[src/rtl/mem_arbiter.sv]
// Round-robin arbiter that gives the I-cache and D-cache shared use of one block memory port.
// Only one transaction is in flight at a time. Each side gets a one-cycle ready pulse when its transaction completes.
module mem_arbiter #(
  parameter int ADDR_W = 28,
  parameter int DATA_W = 128
) (
  input  logic              clk,
  input  logic              proc_reset,
  input  logic              i_read,
  input  logic              i_write,
  input  logic [ADDR_W-1:0] i_addr,
  input  logic [DATA_W-1:0] i_wdata,
  output logic [DATA_W-1:0] i_rdata,
  output logic              i_ready,
  input  logic              d_read,
  input  logic              d_write,
  input  logic [ADDR_W-1:0] d_addr,
  input  logic [DATA_W-1:0] d_wdata,
  output logic [DATA_W-1:0] d_rdata,
  output logic              d_ready,
  output logic              mem_read,
  output logic              mem_write,
  output logic [ADDR_W-1:0] mem_addr,
  output logic [DATA_W-1:0] mem_wdata,
  input  logic [DATA_W-1:0] mem_rdata,
  input  logic              mem_ready
);

  typedef enum logic [1:0] {
    S_IDLE = 2'd0,
    S_BUSY = 2'd1,
    S_WAIT = 2'd2
  } state_t;

  localparam logic OWNER_I = 1'b0;
  localparam logic OWNER_D = 1'b1;

  state_t            state_q, state_d;
  logic              owner_q, owner_d;
  logic              last_grant_q, last_grant_d;
  logic              mem_read_q, mem_read_d;
  logic              mem_write_q, mem_write_d;
  logic [ADDR_W-1:0] mem_addr_q, mem_addr_d;
  logic [DATA_W-1:0] mem_wdata_q, mem_wdata_d;
  logic [DATA_W-1:0] i_rdata_q, i_rdata_d;
  logic [DATA_W-1:0] d_rdata_q, d_rdata_d;
  logic              i_ready_q, i_ready_d;
  logic              d_ready_q, d_ready_d;

  logic              req_i, req_d;
  logic              grant_sel;
  logic              sel_read, sel_write;
  logic [ADDR_W-1:0] sel_addr;
  logic [DATA_W-1:0] sel_wdata;

  assign req_i = i_read | i_write;
  assign req_d = d_read | d_write;

  // On a tie the side that did not win last time is granted.
  assign grant_sel = req_d & (~req_i | (last_grant_q == OWNER_I));

  assign sel_read  = (grant_sel == OWNER_D) ? d_read  : i_read;
  assign sel_write = (grant_sel == OWNER_D) ? d_write : i_write;
  assign sel_addr  = (grant_sel == OWNER_D) ? d_addr  : i_addr;
  assign sel_wdata = (grant_sel == OWNER_D) ? d_wdata : i_wdata;

  always_comb begin
    state_d      = state_q;
    owner_d      = owner_q;
    last_grant_d = last_grant_q;
    mem_read_d   = mem_read_q;
    mem_write_d  = mem_write_q;
    mem_addr_d   = mem_addr_q;
    mem_wdata_d  = mem_wdata_q;
    i_rdata_d    = i_rdata_q;
    d_rdata_d    = d_rdata_q;
    i_ready_d    = 1'b0;
    d_ready_d    = 1'b0;

    case (state_q)
      S_IDLE: begin
        if (req_i | req_d) begin
          owner_d      = grant_sel;
          last_grant_d = grant_sel;
          mem_addr_d   = sel_addr;
          mem_write_d  = sel_write;
          mem_read_d   = sel_read & ~sel_write;
          if (sel_write) begin
            mem_wdata_d = sel_wdata;
          end
          state_d = S_BUSY;
        end
      end
      S_BUSY: begin
        if (mem_ready) begin
          mem_read_d  = 1'b0;
          mem_write_d = 1'b0;
          if (owner_q == OWNER_D) begin
            d_ready_d = 1'b1;
            if (mem_read_q) begin
              d_rdata_d = mem_rdata;
            end
          end else begin
            i_ready_d = 1'b1;
            if (mem_read_q) begin
              i_rdata_d = mem_rdata;
            end
          end
          state_d = S_WAIT;
        end
      end
      // Turnaround cycle: requests are not looked at, so a finished request cannot be granted twice.
      S_WAIT: begin
        state_d = S_IDLE;
      end
      default: begin
        state_d = S_IDLE;
      end
    endcase
  end

  always_ff @(posedge clk or posedge proc_reset) begin
    if (proc_reset) begin
      state_q      <= S_IDLE;
      owner_q      <= OWNER_I;
      last_grant_q <= OWNER_I;
      mem_read_q   <= 1'b0;
      mem_write_q  <= 1'b0;
      mem_addr_q   <= '0;
      mem_wdata_q  <= '0;
      i_rdata_q    <= '0;
      d_rdata_q    <= '0;
      i_ready_q    <= 1'b0;
      d_ready_q    <= 1'b0;
    end else begin
      state_q      <= state_d;
      owner_q      <= owner_d;
      last_grant_q <= last_grant_d;
      mem_read_q   <= mem_read_d;
      mem_write_q  <= mem_write_d;
      mem_addr_q   <= mem_addr_d;
      mem_wdata_q  <= mem_wdata_d;
      i_rdata_q    <= i_rdata_d;
      d_rdata_q    <= d_rdata_d;
      i_ready_q    <= i_ready_d;
      d_ready_q    <= d_ready_d;
    end
  end

  assign mem_read  = mem_read_q;
  assign mem_write = mem_write_q;
  assign mem_addr  = mem_addr_q;
  assign mem_wdata = mem_wdata_q;
  assign i_rdata   = i_rdata_q;
  assign d_rdata   = d_rdata_q;
  assign i_ready   = i_ready_q;
  assign d_ready   = d_ready_q;

endmodule
[config.mk]
export PLATFORM = sky130hd
export DESIGN_NAME = mem_arbiter
export DESIGN_NICKNAME = d
export VERILOG_FILES = /design/src/rtl/mem_arbiter.sv
export SDC_FILE = /design/constraint.sdc
export NUM_CORES = 1
export LEC_CHECK = 0
export ABC_AREA = 1
export CAP_MARGIN = 20
export CELL_PAD_IN_SITES_DETAIL_PLACEMENT = 1
export CELL_PAD_IN_SITES_GLOBAL_PLACEMENT = 1
export CORE_AREA = 2 2 339 341
export CTS_BUF_LIST = sky130_fd_sc_hd__clkbuf_8
export CTS_CLUSTER_DIAMETER = 50
export DETAILED_ROUTE_END_ITERATION = 8
export DIE_AREA = 0 0 341 343
export GPL_TIMING_DRIVEN = 1
export PLACE_DENSITY_LB_ADDON = 0.08
export SYNTH_ARGS = -nofsm -noshare
export SYNTH_HDL_FRONTEND = slang
export SYNTH_SLANG_ARGS = --single-unit
[constraint.sdc]
create_clock -name clk -period 14.85 [get_ports clk]
set_clock_uncertainty 0.1 [all_clocks]
set_input_delay 2.97 -clock clk [delete_from_list [all_inputs] [get_ports clk]]
set_output_delay 2.97 -clock clk [all_outputs]
set_load 0.005 [all_outputs]
== Word-level counts from Yosys, hierarchy flattened ==
Index checks and enable logic that the tools add are counted.

* Reductions and logical operators: 8
* Muxes and demuxes: 18
* Bitwise gates (word level): 9
* Eq/ne operators: 3

{| class="wikitable"
|+ Operators by type and width
! cell !! number
|-
| $mux W128 || 1
|-
| $mux W28 || 1
|-
| $mux W1 || 11
|-
| $reduce_and A4 Y1 || 2
|-
| $reduce_and A3 Y1 || 2
|-
| $mux W2 || 2
|-
| $ne A2 B2 Y1 const B || 2
|-
| $or A1 B1 Y1 || 4
|-
| $pmux W1 S2 || 2
|-
| $pmux W2 S2 || 1
|-
| $reduce_and A2 Y1 || 2
|-
| $not A1 Y1 || 3
|-
| $and A1 B1 Y1 || 2
|-
| $eq A2 B1 Y1 const B || 1
|-
| $logic_not A2 Y1 || 1
|-
| $reduce_bool A2 Y1 || 1
|}

* Bits of input ports: 447
* Logic and storage cells: 48
* Register bits after elaboration: 419
* Output and inout bits: 416

== Logic depth before layout (Yosys ltp) ==
Gate-level depths: netlist (run 1).

* Depth in word-level cells: 9
* Gate-level depth with buffers: 9
* Depth with buffers taken out: 7

== Worst setup path after synthesis (run 1) ==
No wires, ideal clock.

* Kind: in2reg
* From: input i_write
* To: register mem_wdata_q[10] (netlist: mem_wdata[10])
* Buffers on the path: 2
* Stages on the path: 8
* Library setup time: 0.117 ns
* Required time: 14.633 ns
* Arrival time: 3.823 ns
* Setup slack: 10.810 ns
* Cells stage by stage: o21ai_2 nand2_2 nand2_1 nand3_2 buf_2 buf_4 nand2_1 nand2_1

* Word-level cells in the longest chain between the ends: 6
* Elaborated cells between the ends (all ways): 8
* Those cells by class: 2 x mux; 5 x bitwise; 1 x reduce/logical

{| class="wikitable"
|+ Ends and longest elaborated chain
! element !! RTL line !! text
|-
| start, declared || 10 || <nowiki>input logic i_write,</nowiki>
|-
| $or A1 B1 Y1 || 56 || <nowiki>assign req_i = i_read | i_write;</nowiki>
|-
| $not A1 Y1 || 60 || <nowiki>assign grant_sel = req_d & (~req_i | (last_grant_q == OWNER_I));</nowiki>
|-
| $or A1 B1 Y1 || 60 ||
|-
| $and A1 B1 Y1 || 60 ||
|-
| $mux W1 || 63 || <nowiki>assign sel_write = (grant_sel == OWNER_D) ? d_write : i_write;</nowiki>
|-
| $reduce_and A3 Y1 (no line) || n/a ||
|-
| end signal, assigned || 142 || <nowiki>mem_wdata_q <= mem_wdata_d;</nowiki>
|-
| end, declared || 44 || <nowiki>logic [DATA_W-1:0] mem_wdata_q, mem_wdata_d;</nowiki>
|}

Parallel ways exist; a longest one is shown, timed or not.
A chain may end at the register's enable or synchronous reset.

== Final worst setup path (run 1) ==
* From: input i_write
* To: register mem_wdata_q[85] (netlist: mem_wdata[85])

The elaborated chain is that of the path after synthesis.

==> results by group, run 1 <==
Status
  • Status: completed

Clocking
  • Clock tree from TritonCTS: done
  • TritonCTS sink count: 419
  • Hold-fix buffers, CTS: 0
  • Clock buffer depth: 3
  • Number of post-CTS setup repair buffers: 0
  • Clock latency on the worst-skew pair: 710 ps
  • Clock-pin transition on the worst setup and hold timing paths: 50 ps
  • CTS HTree Levels: 3
  • PostCTS Resize Cnt: 0
  • Clk root buf: sky130_fd_sc_hd__clkbuf_8
  • Total clock buffers created by CTS: 95

STA
  • Post-layout minimum cycle time: 6970 ps
  • Final setup TNS: 0 ps
  • Number of hold violations in the final report: 0
  • Fmax: 144 MHz
  • Final number of setup-violating endpoints: 0
  • Slew @ Worst Pin: 1040 ps
  • RSZ-0062 raised after global routing: no
  • Number of max-slew violations in the final report: 0
  • Final period util: 46.9%
  • Worst slew margin relative to its limit: 30.5%

Logic synthesis
  • Total number of yosys warnings: 0
  • Area share of xor/xnor cells in the synthesized design: 0%
  • Fraction of post-synthesis cell area in the top cell type by area: 58.7%
  • Most area-consuming cells after synthesis: sky130_fd_sc_hd__dfrtp_1, sky130_fd_sc_hd__nand2_1, sky130_fd_sc_hd__nand3_1
  • Fraction of the mapped netlist area in simple logic gates: 25.7%
  • Number of distinct standard cells referenced by the synthesized netlist: 17
  • Multiplexer share of the synthesized area: 0%
  • Mapped cell area: 17900 sq um
  • Fraction of the yosys area taken by sequential cells: 58.7%
  • Total nets after synthesis: 2593
  • Post-synthesis cell type with the largest combined area: sky130_fd_sc_hd__dfrtp_1
  • Cells after synthesis: 2146
  • Post-synthesis compound-gate area fraction: 8.42%
  • Avg Synthesized Cell Area: 8.32 sq um
  • Post-Synth Adder-Cell Area: 0%
  • Dominant combinational cell family by area after synthesis: simple AND/OR/NAND/NOR gates
  • Flip-flop and latch count after synthesis: 419

Power
  • Static power due to leakage: 14.2 nW
  • Power share of the clock group: 23.5%
  • Int Pwr: 0.00391 W
  • Power Density: 205 nW/um^2
  • VDD IR max: 0.0873 mV
  • Switching power as a share of total power: 36.5%
  • Part of the power in registers: 32.9%
  • Switch Pwr: 0.00225 W
  • Part of the power in combinational logic: 43.7%
  • Post-layout power: 0.00615 W

Final layout
  • Total number of nets in the final design: 3418
  • Layout Area Growth over Synthesis: 68.3%
  • Layout cell share with drive strength beyond 1: 5.53%
  • Number of filler instances in the final layout: 13200

Worst setup path
  • Most Frequent Cell on Critical Path: sky130_fd_sc_hd__nand2_1
  • Critical-path maximum fanout: 97
  • Register-to-Register Setup Slack: 10550 ps
  • Crit path kind: in -> reg
  • Cell with the largest stage delay on the worst path: sky130_fd_sc_hd__o21ai_4
  • Biggest cell delay along the critical path: 770 ps
  • Critical path data arrival time: 7450 ps
  • Startpoint types: primary input
  • Critical-path cell list: clkdlybuf4s50_1, o21ai_4, buf_4, nand2_8, nand2_1, nand3_4, buf_4, nand2_1, nand2_1
  • Critical path endpoint category: flip-flop
  • WP data required: 15330 ps

Floorplanning
  • I/O pins: 863
  • Die Footprint: 117000 sq um
  • Number of placement rows: 124
  • Initial core utilization: 15.7%
  • Floorplan die height: 343 um
  • DIE WIDTH: 341 um
  • Floorplan Core Area: 113000 sq um

Global route
  • Largest net degree at the start of global routing: 193
  • Via count of the first global-routing pass: 19600
  • Remaining Overflow, GRT: 0
  • Antenna violations before repair: 33
  • Global-route wire length before repair: 141000 um
  • Combined global-route utilization of all metal layers: 16.4%

Routing
  • DR vias: 17800
  • Detailed Route Iter0 Violations: 547
  • Final wirelength: 98100 um
  • DR WL/cell: 21.5 um
  • DR DRC count: 0
  • First-pass iteration count of the detailed router: 5
  • Via-per-instance ratio: 3.91
  • Antenna viol nets, final: 0

Place
  • Placer Congestion: 0.814
  • Buffers added on ports: 862
  • Dpl hpwl: 73600 um

Flow run
  • MaxCap Viol Count: 0

Hold path
  • Kind of path behind the tightest hold check: reg -> reg
==> worst paths after layout <==
| kind | to | cells past startpoint | from |
|---|---|---|---|
| max | mem_wdata[85] | 9 | i_write |
| min | d_rdata[20] | 2 | d_rdata[20] |
| max reg2reg | mem_wdata[85] | 8 | last_grant_q |
| min reg2reg | d_rdata[20] | 2 | d_rdata[20] |
| max in group asynchronous | mem_addr[18] | 4 | proc_reset |
| min in group asynchronous | d_rdata[21] | 2 | proc_reset |
==> area by class of cell <==
type                    count  area [sq um]  share of cell area (%)
repair buffers            881          8820                    29.4
diodes                     14          35.0                   0.117
flip-flops and latches    419         10500                    34.9
clock buffers             116          1600                    5.31
inverters                 154           593                    1.97
well taps                1512          1890                    6.30
clock inverters            48           469                    1.56
multi-input cells        1420          6150                    20.5
==> sequential cells by signal, summed over array words and instances (netlist names), 2 cells and up <==
signal	flops
mem_wdata	128
mem_addr	28
d_rdata	128
i_rdata	128
state_q	2
==> kinds of logic (layout without fill, tap and decap cells) <==
| kind of cell | Yosys count | count (layout) |
|---|---|---|
| buffers and inverters | 307 | 1199 |
| DFF | 419 | 419 |
| and+or+nand+nor | 1132 | 1132 |
| AOI/OAI and AO/OA | 288 | 288 |
| other | 0 | 14 |
==> worst max-delay path: cells and delay by family <==
| family | cells | cell delay (ps) |
|---|---|---|
| buffers and inverters | 3 | 1800 |
| and+or+nand+nor | 5 | 1780 |
| AOI/OAI and AO/OA | 1 | 770 |
==> layer usage <==
metal	GRT usage [%]	share of wire (%)	up-vias	wire [um]
met5	0	0.23	-	224
met2	28.5	50	653	48800
met1	17.7	38	8501	36900
met3	6.82	9.3	159	9110
met4	6.40	3.1	34	3000
li1	-	-	8499	-
==> power by group through the flow <==
stage                     clock (W)  combinational, W  sequential, W
final                       0.00144           0.00269        0.00202
after global routing        0.00157           0.00296        0.00210
after CTS                   0.00152           0.00278        0.00203
after detailed placement          0           0.00277        0.00204
after global placement            0           0.00274        0.00202
after floorplan                   0          0.000893        0.00204
==> placed cells by master, fill, tap and decap left out, drive strengths merged <==
cell type        n
clkinvlp         3
diode           14
clkbuf         116
o211ai          19
inv            179
o21ai          260
buf             19
nor2            15
nand2          849
a31oi            9
nand3          268
bufinv           9
dfrtp          419
clkdlybuf4s50  862
clkinv          11
==> synthesized netlist by cell type <==
master                     instances
sky130_fd_sc_hd__a31oi_1           9
sky130_fd_sc_hd__buf_1             4
sky130_fd_sc_hd__buf_2            86
sky130_fd_sc_hd__buf_4             3
sky130_fd_sc_hd__clkbuf_1         60
sky130_fd_sc_hd__dfrtp_1         419
sky130_fd_sc_hd__inv_1           153
sky130_fd_sc_hd__inv_2             1
sky130_fd_sc_hd__nand2_1         848
sky130_fd_sc_hd__nand2_2           1
sky130_fd_sc_hd__nand3_1         267
sky130_fd_sc_hd__nand3_2           1
sky130_fd_sc_hd__nor2_1           15
sky130_fd_sc_hd__o211ai_1         19
sky130_fd_sc_hd__o21ai_0         225
sky130_fd_sc_hd__o21ai_1          34
sky130_fd_sc_hd__o21ai_2           1
==> per-stage QoR <==
stage / hold WS (ps) / utilization [%] / area, sq um / instances / setup slack (ps)
after floorplan: 365 / - / 17900 / 2146 / 117
after global placement: 362 / 24.6 / 27900 / 4384 / 7140
after detailed placement: 364 / 24.6 / 27900 / 4385 / 7030
after CTS: 384 / 26.4 / 30000 / 4549 / 7870
after global routing: 401 / 26.5 / 30000 / 4556 / 7530
final: 380 / 26.5 / 30000 / 4564 / 7880
No activity file was read; power rests on OpenSTA's default activity.
==> run 2, diff against run 1 <==
--- a/config.mk
+++ b/config.mk
@@ -9,11 +9,11 @@
 export CAP_MARGIN = 20
 export CELL_PAD_IN_SITES_DETAIL_PLACEMENT = 1
 export CELL_PAD_IN_SITES_GLOBAL_PLACEMENT = 1
-export CORE_AREA = 2 2 339 341
+export CORE_AREA = 2 2 331 333
 export CTS_BUF_LIST = sky130_fd_sc_hd__clkbuf_8
 export CTS_CLUSTER_DIAMETER = 50
 export DETAILED_ROUTE_END_ITERATION = 8
-export DIE_AREA = 0 0 341 343
+export DIE_AREA = 0 0 333 335
 export GPL_TIMING_DRIVEN = 1
 export PLACE_DENSITY_LB_ADDON = 0.08
 export SYNTH_ARGS = -nofsm -noshare
==> constraint.sdc (replaced) <==
create_clock -name clk -period 6.8 [get_ports clk]
set_clock_uncertainty 0.1 [all_clocks]
set_input_delay 1.36 -clock clk [delete_from_list [all_inputs] [get_ports clk]]
set_output_delay 1.36 -clock clk [all_outputs]
set_load 0.005 [all_outputs]
==> run 2 against run 1 <==
Combinational power rose by 120%; die area fell by 4.6%; worst setup slack got worse by 4900 ps; highest routed layer unchanged.
==> results by group, run 2 (synthesis gave the netlist of run 1 again) <==
Worst setup path
  • Startpoint types: primary input
  • Biggest cell delay along the critical path: 840 ps
  • Number of buffer and inverter stages on the critical path: 2
  • WP data required: 7300 ps
  • Critical path endpoint category: flip-flop
  • Category of cells accounting for the largest share of critical-path delay: simple AND/OR/NAND/NOR gates
  • Crit path kind: in -> reg
  • Critical path data arrival time: 4300 ps
  • Most Frequent Cell on Critical Path: sky130_fd_sc_hd__nand2_1
  • Cell with the largest stage delay on the worst path: sky130_fd_sc_hd__o21ai_4
  • Critical-path maximum fanout: 51
  • Critical-path cell list: clkdlybuf4s50_1, o21ai_4, nand2_8, nand2_1, nand3_4, buf_4, nand2_1, nand2_1

STA
  • Number of max-slew violations in the final report: 0
  • Final period util: 55.9%
  • RSZ-0062 raised after global routing: no
  • Worst-case setup margin in the final layout: 3000 ps
  • Final number of setup-violating endpoints: 0
  • Worst slew margin relative to its limit: 30.5%
  • Number of hold violations in the final report: 0
  • Fmax: 263 MHz
  • Slew @ Worst Pin: 1040 ps
  • Hold Slack: 369 ps
  • Final setup TNS: 0 ps
  • Post-layout minimum cycle time: 3800 ps

Floorplanning
  • Floorplan die height: 335 um
  • Floorplan Core Area: 108000 sq um
  • Number of placement rows: 121
  • Die Footprint: 112000 sq um
  • DIE WIDTH: 333 um
  • Initial core utilization: 16.5%
  • I/O pins: 863

Flow run
  • MaxCap Viol Count: 0

Final layout
  • Final design utilization: 27.8%
  • Number of filler instances in the final layout: 12600
  • FF+latch area: 10500 sq um
  • Layout Area Growth over Synthesis: 68.5%
  • Total area of multi-input combinational cells: 6150 sq um
  • Total number of nets in the final design: 3424
  • Layout cell share with drive strength beyond 1: 6.07%
  • Commonest non-fill, non-tap cell in the layout: sky130_fd_sc_hd__clkdlybuf4s50_1
  • Highest-count cells in the layout ignoring fill and taps: sky130_fd_sc_hd__clkdlybuf4s50_1, sky130_fd_sc_hd__nand2_1, sky130_fd_sc_hd__dfrtp_1

Place
  • Placer Congestion: 0.821
  • Placement-stage worst setup slack: 2180 ps
  • Buffers added on ports: 862
  • Dpl hpwl: 72500 um

Global route
  • Global-route wire length before repair: 140000 um
  • Via count of the first global-routing pass: 20000
  • Remaining Overflow, GRT: 0
  • Largest net degree at the start of global routing: 190
  • Antenna violations before repair: 38
  • Combined global-route utilization of all metal layers: 17.1%

Clocking
  • PostCTS Resize Cnt: 0
  • Clock latency on the worst-skew pair: 730 ps
  • Clock buffer depth: 3
  • Total clock buffers created by CTS: 97
  • Number of post-CTS setup repair buffers: 0
  • CTS HTree Levels: 3
  • Clock tree from TritonCTS: done
  • Clk root buf: sky130_fd_sc_hd__clkbuf_8
  • Clock-pin transition on the worst setup and hold timing paths: 60 ps
  • Hold-fix buffers, CTS: 0
  • TritonCTS sink count: 419

Routing
  • Via-per-instance ratio: 4.00
  • Detailed Route Iter0 Violations: 663
  • Final wirelength: 96700 um
  • Antenna viol nets, final: 0
  • DR WL/cell: 21.6 um
  • DR DRC count: 0
  • First-pass iteration count of the detailed router: 5
  • DR vias: 17900

Power
  • Static power due to leakage: 14.2 nW
  • VDD IR max: 0.180 mV
  • Power Density: 449 nW/um^2

Hold path
  • Kind of path behind the tightest hold check: reg -> reg

Status
  • Status: completed
[run 2: final timing paths]
check / start / to / slack (ps) / depth (start not counted)
max: i_write / mem_wdata[82] / 3000 / 8
min: mem_write / mem_write / 370 / 2
max reg2reg: last_grant_q / mem_wdata[125] / 3990 / 7
min reg2reg: mem_write / mem_write / 370 / 2
max in group asynchronous: proc_reset / mem_addr[3] / 4380 / 3
min in group asynchronous: proc_reset / mem_wdata[84] / 980 / 2
[run 2: tightest hold or removal path: stages (launching register included)]
cell                      delay, ps
sky130_fd_sc_hd__dfrtp_1        340
sky130_fd_sc_hd__nand2_1         50
sky130_fd_sc_hd__nand2_1         40
[run 2: stage by stage]
step                instance area, sq um  instances  power [W]
floorplan                          17900       2146    0.00640
global placement                   27900       4291     0.0104
detailed placement                 27900       4291     0.0105
CTS                                30000       4461     0.0139
global route                       30100       4476     0.0145
finish                             30100       4484     0.0135
[run 2: final cells by class]
| type | instances | share of cell area (%) |
|---|---|---|
| Multi-Input combinational cell | 1420 | 20.4 |
| Tap cell | 1414 | 5.88 |
| Clock buffer | 122 | 5.58 |
| Antenna cell | 22 | 0.183 |
| Inverter | 154 | 1.96 |
| Timing Repair Buffer | 885 | 29.6 |
| Sequential cell | 419 | 34.9 |
| Clock inverter | 48 | 1.54 |
[run 2: per-layer routing]
layer / share of wire, % / GRT usage, %
met1: 37 / 17.8
met2: 50 / 29.3
met3: 9.5 / 7.42
met4: 3.6 / 8.19
met5: 0.24 / 0
[run 2: power breakdown]
group | switching, W | internal [W]
logic | 0.00293 | 0.00295
clock network | 0.00131 | 0.00192
registers | 0.000689 | 0.00371
total | 0.00492 | 0.00858
